`src/rtl/subtractor_32_seq.sv`:
```
// Multi-cycle subtractor: a - b - bin, one SLICE-bit slice per clock, LSB slice first.
// Operands sit in shift registers and the result is shifted in from the top, so no slice indexing is needed.
module subtractor_32_seq #(
  parameter int WIDTH = 32,
  parameter int SLICE = 8
) (
  input  logic             clk,
  input  logic             rst_n,
  input  logic             in_valid,
  output logic             in_ready,
  input  logic [WIDTH-1:0] a,
  input  logic [WIDTH-1:0] b,
  input  logic             bin,
  output logic             out_valid,
  input  logic             out_ready,
  output logic [WIDTH-1:0] diff,
  output logic             bout,
  output logic             ovf
);

  localparam int NSLICE = WIDTH / SLICE;
  localparam int IDXW   = (NSLICE > 1) ? $clog2(NSLICE) : 1;
  localparam logic [IDXW-1:0] LAST_IDX = IDXW'(NSLICE - 1);

  typedef enum logic [1:0] {IDLE, RUN, DONE} state_t;

  state_t            state_q, state_d;
  logic [IDXW-1:0]   idx_q, idx_d;
  logic [WIDTH-1:0]  a_q, a_d;
  logic [WIDTH-1:0]  b_q, b_d;
  logic              brw_q, brw_d;
  logic [WIDTH-1:0]  diff_q, diff_d;
  logic              bout_q, bout_d;
  logic              ovf_q, ovf_d;

  logic [SLICE:0]    slice_res;
  logic [WIDTH-1:0]  slice_top;

  // Low slice of the remaining operands; bit SLICE of the result is the slice borrow-out.
  always_comb begin
    slice_res = {1'b0, a_q[SLICE-1:0]} - {1'b0, b_q[SLICE-1:0]} - (SLICE+1)'(brw_q);
    slice_top = WIDTH'(slice_res[SLICE-1:0]) << (WIDTH - SLICE);
  end

  always_comb begin
    state_d = state_q;
    idx_d   = idx_q;
    a_d     = a_q;
    b_d     = b_q;
    brw_d   = brw_q;
    diff_d  = diff_q;
    bout_d  = bout_q;
    ovf_d   = ovf_q;
    case (state_q)
      IDLE: begin
        if (in_valid) begin
          a_d     = a;
          b_d     = b;
          brw_d   = bin;
          idx_d   = '0;
          state_d = RUN;
        end
      end
      RUN: begin
        a_d    = a_q >> SLICE;
        b_d    = b_q >> SLICE;
        brw_d  = slice_res[SLICE];
        diff_d = (diff_q >> SLICE) | slice_top;
        idx_d  = idx_q + IDXW'(1);
        if (idx_q == LAST_IDX) begin
          // On the last slice the low bits of a_q/b_q hold the original operand MSBs.
          bout_d  = slice_res[SLICE];
          ovf_d   = (a_q[SLICE-1] != b_q[SLICE-1]) && (slice_res[SLICE-1] != a_q[SLICE-1]);
          idx_d   = '0;
          state_d = DONE;
        end
      end
      DONE: begin
        if (out_ready) state_d = IDLE;
      end
      default: state_d = IDLE;
    endcase
  end

  always_ff @(posedge clk) begin
    if (!rst_n) begin
      state_q <= IDLE;
      idx_q   <= '0;
      diff_q  <= '0;
      bout_q  <= 1'b0;
      ovf_q   <= 1'b0;
    end else begin
      state_q <= state_d;
      idx_q   <= idx_d;
      diff_q  <= diff_d;
      bout_q  <= bout_d;
      ovf_q   <= ovf_d;
    end
  end

  always_ff @(posedge clk) begin
    a_q   <= a_d;
    b_q   <= b_d;
    brw_q <= brw_d;
  end

  assign in_ready  = (state_q == IDLE);
  assign out_valid = (state_q == DONE);
  assign diff      = diff_q;
  assign bout      = bout_q;
  assign ovf       = ovf_q;

endmodule

```
`config.mk`:
```
export PLATFORM = sky130hd
export DESIGN_NAME = subtractor_32_seq
export DESIGN_NICKNAME = d
export VERILOG_FILES = /design/src/rtl/subtractor_32_seq.sv
export SDC_FILE = /design/constraint.sdc
export NUM_CORES = 1
export LEC_CHECK = 0
export BUFFER_PORTS_ARGS = -buffer_cell sky130_fd_sc_hd__buf_2
export CAP_MARGIN = 5
export CORE_UTILIZATION = 56
export CTS_BUF_LIST = sky130_fd_sc_hd__clkbuf_4
export CTS_CLUSTER_DIAMETER = 120
export DETAILED_ROUTE_END_ITERATION = 8
export GPL_TIMING_DRIVEN = 1
export PLACE_DENSITY = 0.93
export SLEW_MARGIN = 25
export SYNTH_ARGS = -nofsm -noshare
export SYNTH_HDL_FRONTEND = slang
export SYNTH_SLANG_ARGS = --single-unit
```
`constraint.sdc`:
```
create_clock -name clk -period 3.8 [get_ports clk]
set_clock_uncertainty 0.1 [all_clocks]
set_input_delay 0.76 -clock clk [delete_from_list [all_inputs] [get_ports clk]]
set_output_delay 0.76 -clock clk [all_outputs]
set_load 0.05 [all_outputs]
```
==> flow_summary.ini, run 1 <==
[outcome]
outcome = completed

[critical_path]
critPathKind = register to register
startpoint_type = register
critical_path_arrival_ns = 2.95
critical_path_fanout_max = 3
cp.required_ns = 4.00
worstSetupEndpointType = register

[synthesis]
synth.net_count = 562
synth.area.mux_share = 0
ys_top_cells_by_area = sky130_fd_sc_hd__edfxtp_1 (42%), sky130_fd_sc_hd__nand2_1 (17%), sky130_fd_sc_hd__dfxtp_1 (17%)
synth_largest_type_area_fraction = 0.425
synth-seq-area-share = 0.590
commonest_cells_in_the_netlist = sky130_fd_sc_hd__nand2_1 (204), sky130_fd_sc_hd__edfxtp_1 (65), sky130_fd_sc_hd__dfxtp_1 (38)
dominant_combinational_cell_family_by_area_after_synthesis = simple AND/OR/NAND/NOR gates
yosys_most_used_dff = sky130_fd_sc_hd__edfxtp_1
synthesis.area_um2 = 4590
synth-compound-area-share = 0.0888
synth-async-reset-ratio = 0
yosys.area_share.adder = 0.0496
synth_most_common_cell = sky130_fd_sc_hd__nand2_1
syn-instance-count = 476
ys_ff_latch = 103
postSynthAreaPerCell_um2 = 9.65
number_of_flops_mapped_to_enable_cells_by_yosys = 65
synth_top_area_cell = sky130_fd_sc_hd__edfxtp_1
synth_xor_xnor_area_share = 0.00572
synthSimpleGateAreaFrac = 0.228
netlist-cell-type-count = 37
synth.yosys.warnings = 0

[global_routing]
grt_first_pass_wirelength_um = 14000
number_of_antenna_violations_at_the_first_check_in_global_routing = 0
globalRouteMet2Util = 0.357
grt_use_met3 = 0.0361
busiest_grt_layer = met2
grt_pass1_vias = 3191
gr-usage-all-layers = 0.209
met1_grt_util = 0.259
globalRoute.totalOverflow = 0
maximum_number_of_pins_on_one_net_before_global_route_repair = 98

[clock_tree]
cts-htree-levels = 3
cts_max_path_buffers = 2
tritoncts = built
clk_pin_slew_worst_paths_ns = 0.15
cts_resized = 0
worst_skew_pair.late_latency_ns = 0.45
total_clock_buffers_created_by_cts = 9
cts_setup_buffers = 0
clock_sinks = 103
clock_tree.root_cell = sky130_fd_sc_hd__clkbuf_4
ctsHoldBuffers = 0

[power_and_ir_drop]
powerDensity_nw_per_um2 = 448
power_switching_share = 0.296
p_comb_frac = 0.205
static_leakage_power_nw = 2.46
power.internal_mw = 1.68
power.ir.vdd_worst_mv = 0.230
clock_power_share = 0.235
net-switching-power_mw = 0.707
seq_power_share = 0.560

[route]
drt-initial-drc-count = 138
detailedRoute.firstPassIterationCount = 4
vias = 3460
route.detailed.wl_per_inst_um = 12.6
antenna_violating_nets_post_route = 0
drc = 0
wire_length_after_detailed_routing_um = 8530
vias_per_cell = 5.11

[layout]
final_design_utilization = 0.680
design.final.nets = 656
number_of_diodes_added_for_antenna_fixing = 0
drive_above_1_share = 0.226
flow.area_growth_from_synthesis_pct = 16.1

[die]
number_of_i_o_pins = 105
floorplan.die_area_um2 = 8570
placement_rows = 32
fp.dieW_um = 92.6
initial_utilization = 0.585
die_h_um = 92.6
core_area_um2 = 7850

[placement]
detailedPlacementHpwl_um = 5820
routabilityCongestion = 0.797
port_buffers = 104

[timing]
grt_setup_unrepaired = false
transition_time_at_the_pin_with_the_least_slew_margin_ns = 0.916
report.final.hold_viol_count = 0
clock.fmax_ghz = 0.363
fin_crit_sh = 0.725
fin_tns_setup_ns = 0
final_period_minus_worst_setup_slack_ns = 2.75
slew-limit-headroom = 0.389
report.final.setup_viol = 0
final.hold.worst_slack_ns = 0.381
final-max-slew-violation-count = 0

[hold_path]
hold_path.class = register to register

[flow_run]
count_of_max_cap_constraint_violations = 0
## power by group through the flow
stage	Sequential (mW)	Clock, mW	Combinational (mW)
detailed placement	1.36	0	0.488
global route	1.35	0.608	0.545
finish	1.34	0.561	0.490
global placement	1.36	0	0.464
CTS	1.34	0.566	0.491
floorplan	1.42	0	0.294
## worst paths after layout
kind	from	to	slack (ns)	depth (start not counted)
setup / recovery	a_q[0]	brw_q	1.05	7
hold / removal	diff[2]	diff[2]	0.38	2
setup reg to reg	a_q[0]	brw_q	1.05	7
hold reg to reg	diff[2]	diff[2]	0.38	2
## per-layer routing
layer,routed length (um),vias to the layer above
li1,-,1747
met1,3660,1570
met2,4140,122
met3,505,21
met4,224,0
met5,0,-
## kinds of logic (layout without fill, tap and decap cells)
logic type      after synthesis  in the layout
simple gates                251            251
flops                       103            103
compound gates               57             57
buf+inv                      45            144
fa+ha+maj                    17             17
xor+xnor                      3              3
## cells in the final DEF (no fill, tap or decap), types with 3 or more instances in the layout
master	count
sky130_fd_sc_hd__a21boi_0	27
sky130_fd_sc_hd__a21o_1	5
sky130_fd_sc_hd__a21oi_1	4
sky130_fd_sc_hd__a31oi_1	3
sky130_fd_sc_hd__and2_1	18
sky130_fd_sc_hd__buf_2	104
sky130_fd_sc_hd__clkbuf_4	9
sky130_fd_sc_hd__clkinvlp_4	3
sky130_fd_sc_hd__dfxtp_1	38
sky130_fd_sc_hd__edfxtp_1	65
sky130_fd_sc_hd__ha_1	15
sky130_fd_sc_hd__inv_1	20
sky130_fd_sc_hd__nand2_1	204
sky130_fd_sc_hd__nand3_1	4
sky130_fd_sc_hd__nand4_1	3
sky130_fd_sc_hd__nor2_1	4
sky130_fd_sc_hd__nor2b_1	5
sky130_fd_sc_hd__o21ai_0	7
sky130_fd_sc_hd__xnor2_1	3
## registers in the layout (all words and copies together) (netlist names)
register and cells:
b_q 32, bout 1, idx_q 2, state_q 2, a_q 32, brw_q 1, ovf 1, diff 32
## final cells by class
class	count	area [um^2]
clock buffers	9	67.6
clock inverters	7	71.3
fillers	589	2510
inverters	21	78.8
multi-input cells	328	1720
flip-flops and latches	103	2710
well taps	102	128
repair buffers	107	556
## through the flow
stage          instances  setup slack (ns)  area, um^2  total power, mW
4_1_cts              677              1.04        5340             2.40
6_report             677              1.05        5340             2.39
5_1_grt              677             0.921        5340             2.50
3_3_place_gp         661              1.19        5200             1.82
2_1_floorplan        476             0.919        4590             1.72
3_5_place_dp         661              1.07        5200             1.85
## worst max-delay path, stage by stage, from the launching register on
cell and delay [ns]:
sky130_fd_sc_hd__edfxtp_1 0.45, sky130_fd_sc_hd__fa_1 0.49, sky130_fd_sc_hd__fa_1 0.39, sky130_fd_sc_hd__nand2b_1 0.18
sky130_fd_sc_hd__a21o_2 0.24, sky130_fd_sc_hd__a2111o_1 0.43, sky130_fd_sc_hd__a21o_1 0.18, sky130_fd_sc_hd__a31oi_1 0.15
No activity file was read; power rests on OpenSTA's default activity.
==> inputs of run 2 (changes only) <==
- clock period: 3.8 -> 2.73 ns (I/O delays scaled with it)
==> run 2 against run 1 <==
Against the previous run:
- count of clock-buffer cells in the layout unchanged
- via count down 0.64%
- first-iteration DRC count up 25%
- clock power up 30%
- sequential power up 39%
- critical path depth up 1
- highest routed layer unchanged
==> flow_summary.ini, run 2 (same netlist as run 1, synthesis figures left out) <==
[timing]
transition_time_at_the_pin_with_the_least_slew_margin_ns = 0.899
clock.fmax_ghz = 0.389
grt_setup_unrepaired = false
final.hold.worst_slack_ns = 0.245
final_period_minus_worst_setup_slack_ns = 2.57
slew-limit-headroom = 0.401
final-max-slew-violation-count = 0
fin_crit_sh = 0.943
report.final.setup_viol = 0
report.final.hold_viol_count = 0
fin_tns_setup_ns = 0

[layout]
layout.cells.most_common_list = sky130_fd_sc_hd__nand2_1 (204), sky130_fd_sc_hd__buf_2 (104), sky130_fd_sc_hd__edfxtp_1 (65), sky130_fd_sc_hd__dfxtp_1 (38), sky130_fd_sc_hd__a21boi_0 (27)
drive_above_1_share = 0.228
flow.area_growth_from_synthesis_pct = 16.0
final_design_utilization = 0.679
multi_input_area_um2 = 1730
layout_commonest_cell = sky130_fd_sc_hd__nand2_1
number_of_diodes_added_for_antenna_fixing = 0
final_cell_area_um2 = 5330
regArea_um2 = 2710
design.final.nets = 655
fillerInstances = 595

[clock_tree]
tritoncts = built
clk_pin_slew_worst_paths_ns = 0.17
total_clock_buffers_created_by_cts = 9
worst_skew_pair.late_latency_ns = 0.45
cts_max_path_buffers = 2
clock_sinks = 103
clock_tree.root_cell = sky130_fd_sc_hd__clkbuf_4
cts-htree-levels = 3

[die]
floorplan.die_area_um2 = 8570
core_area_um2 = 7850
number_of_i_o_pins = 105
placement_rows = 32
die_h_um = 92.6
initial_utilization = 0.585
fp.dieW_um = 92.6

[power_and_ir_drop]
power.ir.vdd_worst_mv = 0.340
powerDensity_nw_per_um2 = 614
static_leakage_power_nw = 2.45
design_power_total_mw = 3.27

[critical_path]
critical_path_fanout_max = 3
worstSetupEndpointType = register
timing.critical_path.slowest_stage_cell = sky130_fd_sc_hd__a2111o_1
worstPathCellList = inv_1 -> fa_2 -> fa_2 -> nand2b_1 -> a21o_2 -> a2111o_1 -> a21o_1 -> a31oi_1
slowest_delay_ns = 0.43
cp.required_ns = 2.93
cp_num_buf_inv = 1
critPathKind = register to register
critical_path_arrival_ns = 2.77
cpLargestDelayFamily = compound AO/OA/AOI/OAI gates
startpoint_type = register
path_common_cell = sky130_fd_sc_hd__fa_2

[placement]
routabilityCongestion = 0.831
postPlaceCellArea_um2 = 5200
detailedPlacementHpwl_um = 5740
port_buffers = 104

[global_routing]
gr-usage-all-layers = 0.208
grt_pass1_vias = 3160
number_of_antenna_violations_at_the_first_check_in_global_routing = 0
grt_first_pass_wirelength_um = 13900
maximum_number_of_pins_on_one_net_before_global_route_repair = 98
globalRoute.totalOverflow = 0

[route]
vias_per_cell = 5.09
vias = 3438
drt-initial-drc-count = 172
wire_length_after_detailed_routing_um = 8490
antenna_violating_nets_post_route = 0
route.detailed.wl_per_inst_um = 12.6
detailedRoute.firstPassIterationCount = 4
drc = 0

[flow_run]
count_of_max_cap_constraint_violations = 0

[outcome]
outcome = completed

[hold_path]
hold_path.class = input pin to register
==> run 2: metal layers <==
metal / share of wire / track usage / vias to the layer above
li1: - / - / 1753
met1: 0.44 / 0.273 / 1562
met2: 0.50 / 0.346 / 113
met3: 0.052 / 0.0369 / 10
met4: 0.014 / 0.0742 / 0
met5: 0 / 0 / -
==> run 2: path summary, 6_finish.rpt <==
| path | from | end | slack [ns] | depth (start not counted) |
|---|---|---|---|---|
| setup / recovery | brw_q | brw_q | 0.16 | 8 |
| hold reg to reg | diff[1] | diff[1] | 0.38 | 2 |
| hold / removal | b[16] | b_q[16] | 0.25 | 3 |
| setup reg to reg | brw_q | brw_q | 0.16 | 8 |
==> run 2: final cells by class <==
class,instances,area share
Multi-Input combinational cell,328,0.324
Tap cell,102,0.0239
Clock buffer,9,0.0127
Clock inverter,7,0.0106
Inverter,21,0.0148
Timing Repair Buffer,106,0.105
Sequential cell,103,0.509
==> run 2: what timing repair did <==
action,CTS,global route
buffers inserted,0,0
resized for setup,0,2
endpoints found under the setup margin,0,2
hold buffers,0,0
==> run 2: report_power, final <==
part | internal, mW | switching [mW]
clock | 0.195 | 0.532
sequential | 1.81 | 0.0552
combinational | 0.258 | 0.423
total | 2.26 | 1.01
==> run 2: worst reg2reg max path: cells and delay by family, from the launching register on <==
kind                     cells  cell delay, ns
AND/OR/NAND/NOR              1            0.17
AO/OA/AOI/OAI                4            1.00
adder cells (fa/ha/maj)      2            0.76
flip-flops                   1            0.35
buffers and inverters        1            0.06
==> run 2: metrics by stage <==
stage	cells	setup WS, ns
after floorplan	476	0.0628
after global placement	660	0.122
after detailed placement	660	0.0494
after CTS	676	0.00464
after global routing	676	0.0390
final	676	0.157
